$ cat src/rtl/inst_fetch_ctrl.sv
// Fetch sequencer: owns the PC, drives instruction memory and fills the IF/ID register.
// Handles hazard stalls, one-bubble branch redirects and an end-of-program halt.
module inst_fetch_ctrl #(
  parameter logic [63:0] RESET_PC  = 64'd0,
  parameter int unsigned MEM_BYTES = 156,
  parameter logic [31:0] NOP_WORD  = 32'h0000_0013
) (
  input  logic        clk,
  input  logic        reset,
  input  logic        stall,
  input  logic        branch_taken,
  input  logic [63:0] branch_target,
  output logic [63:0] inst_address,
  input  logic [31:0] instruction,
  output logic [63:0] if_pc,
  output logic [31:0] if_instruction,
  output logic        if_valid,
  output logic        halted,
  output logic        fault,
  output logic [31:0] fetch_count
);

  localparam int unsigned PC_W    = 64;
  localparam int unsigned INSTR_W = 32;
  localparam int unsigned COUNT_W = 32;
  localparam logic [PC_W-1:0]    MEM_END   = PC_W'(MEM_BYTES);
  localparam logic [PC_W-1:0]    PC_STEP   = PC_W'(4);
  localparam logic [COUNT_W-1:0] COUNT_MAX = '1;

  typedef enum logic [1:0] {
    BOOT  = 2'd0,
    RUN   = 2'd1,
    HALT  = 2'd2,
    FAULT = 2'd3
  } state_t;

  state_t               state_q, state_d;
  logic [PC_W-1:0]      pc_q, pc_d;
  logic [PC_W-1:0]      if_pc_q, if_pc_d;
  logic [INSTR_W-1:0]   if_instr_q, if_instr_d;
  logic                 if_valid_q, if_valid_d;
  logic                 halted_q, fault_q;
  logic [COUNT_W-1:0]   count_q, count_d;

  // Zero-wait memory: the address is the live PC.
  assign inst_address   = pc_q;
  assign if_pc          = if_pc_q;
  assign if_instruction = if_instr_q;
  assign if_valid       = if_valid_q;
  assign halted         = halted_q;
  assign fault          = fault_q;
  assign fetch_count    = count_q;

  always_ff @(posedge clk) begin
    if (reset) begin
      state_q    <= BOOT;
      pc_q       <= RESET_PC;
      if_pc_q    <= '0;
      if_instr_q <= NOP_WORD;
      if_valid_q <= 1'b0;
      halted_q   <= 1'b0;
      fault_q    <= 1'b0;
      count_q    <= '0;
    end else begin
      state_q    <= state_d;
      pc_q       <= pc_d;
      if_pc_q    <= if_pc_d;
      if_instr_q <= if_instr_d;
      if_valid_q <= if_valid_d;
      halted_q   <= (state_d == HALT);
      fault_q    <= (state_d == FAULT);
      count_q    <= count_d;
    end
  end

  // Next-state and IF/ID update; redirect beats stall, stall beats halt/capture.
  always_comb begin
    state_d    = state_q;
    pc_d       = pc_q;
    if_pc_d    = if_pc_q;
    if_instr_d = if_instr_q;
    if_valid_d = if_valid_q;
    count_d    = count_q;

    case (state_q)
      BOOT: begin
        state_d = RUN;
      end
      RUN: begin
        if (branch_taken && (branch_target[1:0] != 2'b00)) begin
          state_d    = FAULT;
          if_valid_d = 1'b0;
          if_instr_d = NOP_WORD;
        end else if (branch_taken) begin
          pc_d       = branch_target;
          if_pc_d    = '0;
          if_valid_d = 1'b0;
          if_instr_d = NOP_WORD;
        end else if (stall) begin
          state_d = RUN;
        end else if (pc_q >= MEM_END) begin
          state_d    = HALT;
          if_valid_d = 1'b0;
          if_instr_d = NOP_WORD;
        end else begin
          if_instr_d = instruction;
          if_pc_d    = pc_q;
          if_valid_d = 1'b1;
          pc_d       = pc_q + PC_STEP;
          count_d    = (count_q == COUNT_MAX) ? count_q : count_q + COUNT_W'(1);
        end
      end
      HALT, FAULT: begin
        if_valid_d = 1'b0;
      end
      default: begin
        state_d = BOOT;
      end
    endcase
  end

endmodule

$ cat config.mk
export PLATFORM = sky130hd
export DESIGN_NAME = inst_fetch_ctrl
export DESIGN_NICKNAME = d
export VERILOG_FILES = /design/src/rtl/inst_fetch_ctrl.sv
export SDC_FILE = /design/constraint.sdc
export NUM_CORES = 1
export LEC_CHECK = 0
export CORE_ASPECT_RATIO = 0.9
export CORE_MARGIN = 1
export CORE_UTILIZATION = 44
export DETAILED_ROUTE_END_ITERATION = 6
export PLACE_DENSITY = 0.8
export SYNTH_ARGS = -nofsm -noshare
export SYNTH_HDL_FRONTEND = slang
export SYNTH_SLANG_ARGS = --single-unit
$ cat constraint.sdc
create_clock -name clk -period 2.6 [get_ports clk]
set_input_delay 0.52 -clock clk [delete_from_list [all_inputs] [get_ports clk]]
set_output_delay 0.52 -clock clk [all_outputs]
set_load 0.05 [all_outputs]
### Word level (Yosys, flattened, before mapping)

Index checks and enable logic that the tools add are counted.

* register bits: 197
* bits of input ports: 100
* output and inout port bits: 195

* $add $sub $neg: 2
* $lt $le $gt $ge: 1
* equal/unequal tests: 10
* multiplexer cells: 20
* bitwise gates (word level): 5
* reductions and logical operators: 9

Operators by type and width (count)
* $mux 64: 6
* $mux 32: 4
* $add 64x3->64 const B: 1
* $ge 64x8->1 const B: 1
* $add 32x1->32 const B: 1
* $eq 32x32->1 const B: 1
* $eq 2x2->1 const B: 4
* $mux 2: 4
* $reduce_and 6->1: 1
* $not 1->1: 5
* $mux 1: 4
* $ne 4x4->1 const B: 1
* $pmux 2 s2: 1
* $reduce_and 2->1: 2
* $reduce_and 4->1: 1
* $reduce_bool 2->1: 2
* $ne 3x1->1 const B: 1
* $eq 2x1->1 const B: 1
* $logic_not 2->1: 1
* $ne 2x1->1 const B: 1
* $ne 2x2->1 const B: 1
* $pmux 1 s2: 1
* $reduce_or 2->1: 1
* $logic_and 1x1->1: 1

### Longest topological paths before layout

Gate-level depths: netlist (run 1).

* depth after elaboration: 7
* mapped depth: 9
* gate-level depth less buffers: 7

### Least setup slack after synthesis (run 1)

Ideal clock, no wire load.

* path kind: register to register
* start point: register pc_q[2] (netlist: inst_address[2])
* end point: register pc_q[28] (netlist: inst_address[28])
* library setup time: 134 ps
* arrival: 2523 ps
* data required time: 2466 ps
* path slack: -57 ps
* cell stages (with the launch flop): 8
* buffers on the path: 0
* period minus slack after synthesis: 2657 ps
* path through: dfxtp_1 > ha_1 > nand4_1 > or3_4 > or4_4 > or3_1 > o21ai_0 > a211oi_1

* longest elaborated chain between the ends: 4
* elaborated cells on any way between the ends: 7
* those cells by class: 1 x add/sub; 1 x order compare; 1 x eq/ne; 3 x mux; 1 x reduce/logical

Ends and longest elaborated chain
* start, declared: line 38 `logic [PC_W-1:0] pc_q, pc_d;`
* start signal, assigned: line 66 `pc_q <= pc_d;`
* $add 64x3->64: line 109 `pc_d = pc_q + PC_STEP;`
* $mux 64: line 101 `end else if (pc_q >= MEM_END) begin`
* $mux 64: line 99 `end else if (stall) begin`
* $mux 64: line 94 `end else if (branch_taken) begin`

Parallel ways exist; a longest one is shown, timed or not. The select of a mux whose other input is x is not followed.
A chain may end at the register's enable or synchronous reset.

### Worst setup path after layout (run 1)

* start point: register pc_q[11] (netlist: inst_address[11])
* end point: register count_q[16] (netlist: fetch_count[16])

* longest elaborated chain between the ends: 3

Ends and longest elaborated chain
* $ge 64x8->1: line 101
* $not 1->1 (no source line)
* $reduce_and 6->1 (no source line)
* end signal, assigned: line 72 `count_q <= count_d;`
* end, declared: line 43 `logic [COUNT_W-1:0] count_q, count_d;`

No other way between the ends.

==> impl_results.md, run 1 <==
- # rows: 46
- ANT nets after route: 0
- Initial antenna violation count: 1
- FMAX: between 400 and 500 MHz
- Clock Skew: 0.0157 ns
- Yosys warnings: 0
- Top post-synthesis cells by area: dfxtp_1 50%, and2_1 4.7%, nand2_1 3.7%
- Reg2reg end: fetch_count[16]
- Layout area overhead: 53.6%
- Seq/Total Area, Yosys: between 40% and 50%
- Initial DRC Count: 613
- H-tree levels: 4
- DP HPWL: around 19000 um
- Clock-pin slew on the worst setup and hold paths: 0.08 ns
- Via count: about 8200
- Count of pins over their slew limit: 0
- Crit share post-route: 94.9%
- R2r startpoint: inst_address[11]
- Pre-CTS setup slack: -0.121 ns
- Hold Vio Cnt, Final: 0
- Leak: 4.29 nW
- Mapped Area: 7930 um2
- I/O Pins: slightly below 300
- Placed cell count: 1434
- Clock Tree Buf Depth: 2
- Hold path depth: 1
- CP Max Fanout: 31
- Synth Register Bits: 197
- Total Routing Usage GR: 27.6%
- Core box area: 17600 um2
- Syn Nets: slightly below 1000
- Vias in the first global route: 7537
- Die ar.: 18600 um2
- Area share of the largest cell type after synthesis: 49.7%
- Clk_lat worst skew: 0.44 ns
- Crit start category: flip-flop
- Share of layout cells above drive strength 1: between 10% and 20%
- Global route total overflow: 0
- Area leader, netlist: dfxtp_1
- Mean Syn Cell Area: ~9 um2
- Slew margin rel.: 53.0%
- Final setup viols: 0
- Measured slew at the worst slew-check pin: 0.704 ns
- Maxcap violations: 0
- Min cycle time layout: 2.47 ns
- NumNets Final: 1317
- Clk sinks: a little under 200
- Mapped Cells: 889
- DR WL/cell: ~18 um
- Critical Path RT: 2.95 ns
- Maximum VDD drop: ~0.00055 V
- Most common flop cell mapped by yosys: dfxtp_1
- Fin Hold WS: 0.462 ns
- FF-to-FF setup slack: 0.13 ns
- Critical path arrival: about 2.8 ns
- P per Cell Area: 558 nW/um2
- R2R depth: 8
- Worst hold path class: reg -> reg
- Diodes inserted: 0
- Setup crit end kind: flip-flop
- Total CTS buffers: 17
- Worst setup margin: around 0.13 ns
- Initial Utilization: 45.0%
- CTS root buf: clkbuf_16
- CTS tree: done
- Critical Path End: fetch_count[16]
- Die Span Y: 129 um
- Number of synthesized flops with an enable pin: 0
- CP Launch Point: inst_address[11]
- DR pass1 iterations: 6
- Status: complete, no violations
- Non-filler cells, final: 1468
- Via density: 5.57
- FILL cells: 1405
- Remaining DRCs: 0
- I/O Buffers: 294
- Synth cell types: 58
- First-pass GRT wire length: roughly 40000 um
- Total Neg Setup Slack: 0 ns
- Largest net degree at the start of global routing: 94
- RSZ-0062 raised after global routing: yes
- Worst setup path class: reg -> reg
- Post-synth ARST share: 0%
- Routed wire length: 26200 um
- DIE WIDTH: about 140 um
- Gpl congestion: approximately 0.9
layout make-up:
cell class / instances / area, um2 / area share, %
clock inverter: 15 / 196 / 1.61
sequential: 197 / 3950 / 32.4
multi-input combinational: 624 / 3780 / 31.1
clock buffer: 17 / 425 / 3.49
timing repair buffer: 361 / 3470 / 28.5
inverter: 14 / 52.6 / 0.431
tap: 240 / 300 / 2.47
metrics by stage:
step                      area, um2  power, W  utilization (%)
final                         12200   0.00680             69.2
after global routing          12200   0.00703             69.2
after detailed placement      11500   0.00413             65.1
after floorplan                7930   0.00370                -
after global placement        11500   0.00412             65.1
after CTS                     12100   0.00681             68.7
registers in the layout, indices dropped and copies added, names as in the netlist:
signal          count
halted              1
if_instruction     32
inst_address       64
state_q             2
if_valid            1
if_pc              64
fetch_count        32
fault               1
logic make-up (layout without fill, tap and decap cells):
family | after synthesis | after routing | synth area share (%)
flip-flops | 197 | 197 | 49.7
adder cells (fa/ha/maj) | 2 | 2 | 0.315
AND/OR/NAND/NOR | 397 | 397 | 27.2
multiplexers | 9 | 9 | 1.20
buffers and inverters | 68 | 407 | 3.50
XOR/XNOR | 3 | 3 | 0.331
AO/OA/AOI/OAI | 213 | 213 | 17.7
power breakdown:
part	internal, W	total [W]	switching [W]
sequential	0.00307	0.00313	0.0000586
combinational	0.000401	0.000967	0.000565
clock	0.00133	0.00270	0.00137
Yosys cell counts, types with 13 or more instances:
cell	n
o21ai_0	34
and2_1	60
nor3_1	23
nand3_1	36
a22oi_1	38
a211oi_1	13
dfxtp_1	197
nor4_1	25
a21oi_1	57
nand4_1	27
a22o_1	22
nor2_1	75
inv_1	13
clkbuf_1	36
or4_1	13
o31ai_1	18
nand2_1	78
placed cells by master (no fill, tap or decap), drive strengths merged, types with 4 or more instances in the layout:
cell type,netlist,routed
clkinv,1,7
nor2,77,77
and2,60,60
a22o,22,22
inv,13,20
clkbuf,36,17
nand2,79,79
or3,13,13
clkdlybuf4s50,0,292
nand2b,11,11
dfxtp,197,197
o21ai,36,36
a31oi,4,4
nand3,37,37
a22oi,38,38
nand4,27,27
and4,4,4
o22ai,5,5
nor4,30,30
or2,4,4
nor2b,6,6
a211oi,13,13
a21oi,57,57
o31ai,18,18
mux2i,5,5
nor3,23,23
or4,16,16
buf,18,69
mux2,4,4
per-layer routing:
| metal | part of all wire (%) | GRT usage [%] | routed length (um) |
|---|---|---|---|
| met1 | 41 | 36.2 | 10700 |
| met2 | 47 | 43.1 | 12200 |
| met3 | 9.8 | 7.95 | 2560 |
| met4 | 2.6 | 10.4 | 683 |
| met5 | 0.050 | 0 | 13 |
timing repair:
action	in CTS	in global routing
gates resized for setup	1	13
setup buffers	0	2
pin swaps	1	5
setup endpoints to repair	12	51
hold buffers	0	0
worst max-delay path, cell delays in order (launching register included):
cell and delay, ns:
dfxtp_1 0.38, nor4_4 0.33, nand4_1 0.24, nor4_4 0.43, buf_6 0.19, nand3_2 0.06, buf_6 0.19, or4_1 0.40
a21oi_1 0.16
worst min-delay path by stage:
stage,from,to
6_report,if_pc[10],if_pc[10]
5_1_grt,reset,inst_address[2]
4_1_cts,reset,inst_address[2]
3_5_place_dp,if_pc[18],if_pc[18]
3_3_place_gp,if_pc[14],if_pc[14]
2_1_floorplan,state_q[0],fault
(Power assumes the default switching activity.)
==> inputs of run 2 (changes only) <==
Settings changed: CORE_MARGIN 1 to 8.
==> impl_results.md, run 2 (synthesis results as in run 1) <==
- Hold path depth: 2 (+1)
- Clock Skew: 0.0199 ns (+0.00425 ns)
- CTS root buf: clkbuf_16
- Routed wire length: 28200 um (+7.9%)
- Clock-pin slew on the worst setup and hold paths: 0.08 ns (about the same)
- I/O Buffers: 294 (unchanged)
- Die Span Y: 143 um (+11%)
- Critical Path, Cell by Cell: nor4_2 > buf_4 > nand4_1 > nor4_4 > buf_6 > nand3_2 > buf_6 > or4_1 > a21oi_1
- DP HPWL: 20900 um (+9.9%)
- Setup crit end kind: flip-flop
- CP Max Fanout: 28 (-9.7%)
- Critical path arrival: 2.83 ns (about the same)
- Clk_lat worst skew: 0.44 ns (about the same)
- Area after DPL: 11500 um2 (+0.15%)
- Total Routing Usage GR: 24.4% (-3.2 points)
- Crit start category: flip-flop
- RSZ-0062 raised after global routing: no
- FMAX: 404 MHz (-0.40%)
- H-tree levels: 4 (unchanged)
- # rows: 46 (unchanged)
- Non-filler cells, final: 1471 (+0.20%)
- NumNets Final: 1316 (-0.076%)
- Measured slew at the worst slew-check pin: 1.18 ns (+0.473 ns)
- Global route total overflow: 0 (unchanged)
- Remaining DRCs: 0 (unchanged)
- Leak: 4.28 nW (-0.34%)
- Via density: 5.56 (-0.19%)
- Worst hold path class: reg -> reg
- Critical Path RT: 2.95 ns (about the same)
- Core box area: 17700 um2 (+0.33%)
- Share of layout cells above drive strength 1: 10.9% (-0.24 points)
- Crit path buf inv count: 3 (+1)
- Clock Tree Buf Depth: 2 (unchanged)
- ANT nets after route: 0 (unchanged)
- Post-route design area: 12200 um2 (-0.24%)
- Final setup viols: 0 (unchanged)
- Gpl congestion: 0.887 (-1.4%)
- Placed cell count: 1434 (unchanged)
- P per Cell Area: 558 nW/um2 (about the same)
- Top cell by count, worst path: buf_6
- Met2 usage: 38.8% (-4.3 points)
- Crit share post-route: 95.3% (+0.38 points)
- Maximum VDD drop: 0.000444 V (-20%)
- DR pass1 iterations: 5 (-1)
- Initial DRC Count: 756 (+23%)
- I/O Pins: 295 (unchanged)
- Status: complete, no violations
- Maxcap violations: 0 (unchanged)
- DIE WIDTH: 158 um (+9.8%)
- Worst setup path class: reg -> reg
- Via count: 8177 (+0.012%)
- Cts hold-fix bufs: 0 (unchanged)
- Count of pins over their slew limit: 0 (unchanged)
- First-pass GRT wire length: 43600 um (+9.7%)
- Die ar.: 22600 um2 (+22%)
- Most Crowded Layer GR: met2
- Min cycle time layout: 2.48 ns (+0.00998 ns)
- Share of the core filled with cells: 68.8% (-0.39 points)
- Largest delay share family, worst path: simple AND/OR/NAND/NOR gates
- Commonest non-fill, non-tap cells in the layout: 292 x clkdlybuf4s50_1, 194 x dfxtp_1, 78 x nand2_1, 72 x nor2_1, 62 x buf_4
- Slowest stage cell, crit path: nor4_4
- Critical path depth: 9 (+1)
- Grt met1 use: 30.2% (-6.1 points)
- Largest net degree at the start of global routing: 95 (+1.1%)
- Initial antenna violation count: 4 (+3)
- Slew margin rel.: 21.4% (-32 points)
- Initial Utilization: 44.9% (-0.15 points)
- R2R depth: 9 (+1)
- Clk sinks: 197 (unchanged)
- DR WL/cell: 19.2 um (+7.7%)
- Most common cell after layout, fill and taps aside: clkdlybuf4s50_1
- CTS tree: done
- Layout area overhead: 53.2%
- Max incr delay on CP: 0.42 ns (about the same)
- GR Util met3: 7.30% (-0.65 points)
- Hold Vio Cnt, Final: 0 (unchanged)
- Total CTS buffers: 17 (unchanged)
- Vias in the first global route: 7893 (+4.7%)
run 2: stage by stage:
step | hold slack (ns) | setup TNS (ns) | power, W | setup slack, ns
finish | 0.456 | 0 | 0.00678 | 0.123
global placement | 0.441 | -0.325 | 0.00413 | -0.0340
global route | 0.478 | 0 | 0.00703 | 0.0113
detailed placement | 0.443 | -0.845 | 0.00414 | -0.0839
floorplan | 0.452 | 0 | 0.00370 | 0.0374
CTS | 0.454 | 0 | 0.00681 | 0.0227
run 2: power by group:
part / internal (W) / switching, W / total (W)
clock: 0.00132 / 0.00136 / 0.00268
combinational: 0.000400 / 0.000576 / 0.000976
sequential: 0.00307 / 0.0000482 / 0.00312
total: 0.00479 / 0.00198 / 0.00678
run 2: final timing paths:
check                                 startpoint              end  slack [ns]
worst max-delay path            inst_address[11]  fetch_count[10]        0.12
worst min-delay path                    if_valid         if_valid        0.46
worst max register to register  inst_address[11]  fetch_count[10]        0.12
worst min register to register          if_valid         if_valid        0.46
run 2: timing repair:
action / in CTS / in global routing
endpoints found under the setup margin: 0 / 21
setup buffers: 0 / 1
gates resized for setup: 0 / 8
run 2: layout make-up:
class	instances	area, um2
antenna	4	10.0
sequential	197	3950
timing repair buffer	360	3480
multi-input combinational	624	3740
tap	240	300
inverter	14	52.6
clock inverter	15	195
clock buffer	17	425
fill	1428	5520
run 2: metal layers:
layer	routed length [um]	vias to the layer above	share of wire (%)
met5	13	-	0.046
met1	11300	3819	40
li1	-	3907	-
met4	824	2	2.9
met3	2840	58	10
met2	13200	391	47
run 2: worst min-delay path, cell delays in order (launching register included):
cell and delay, ns:
dfxtp_1 0.31, nand2_1 0.05, a21oi_1 0.05
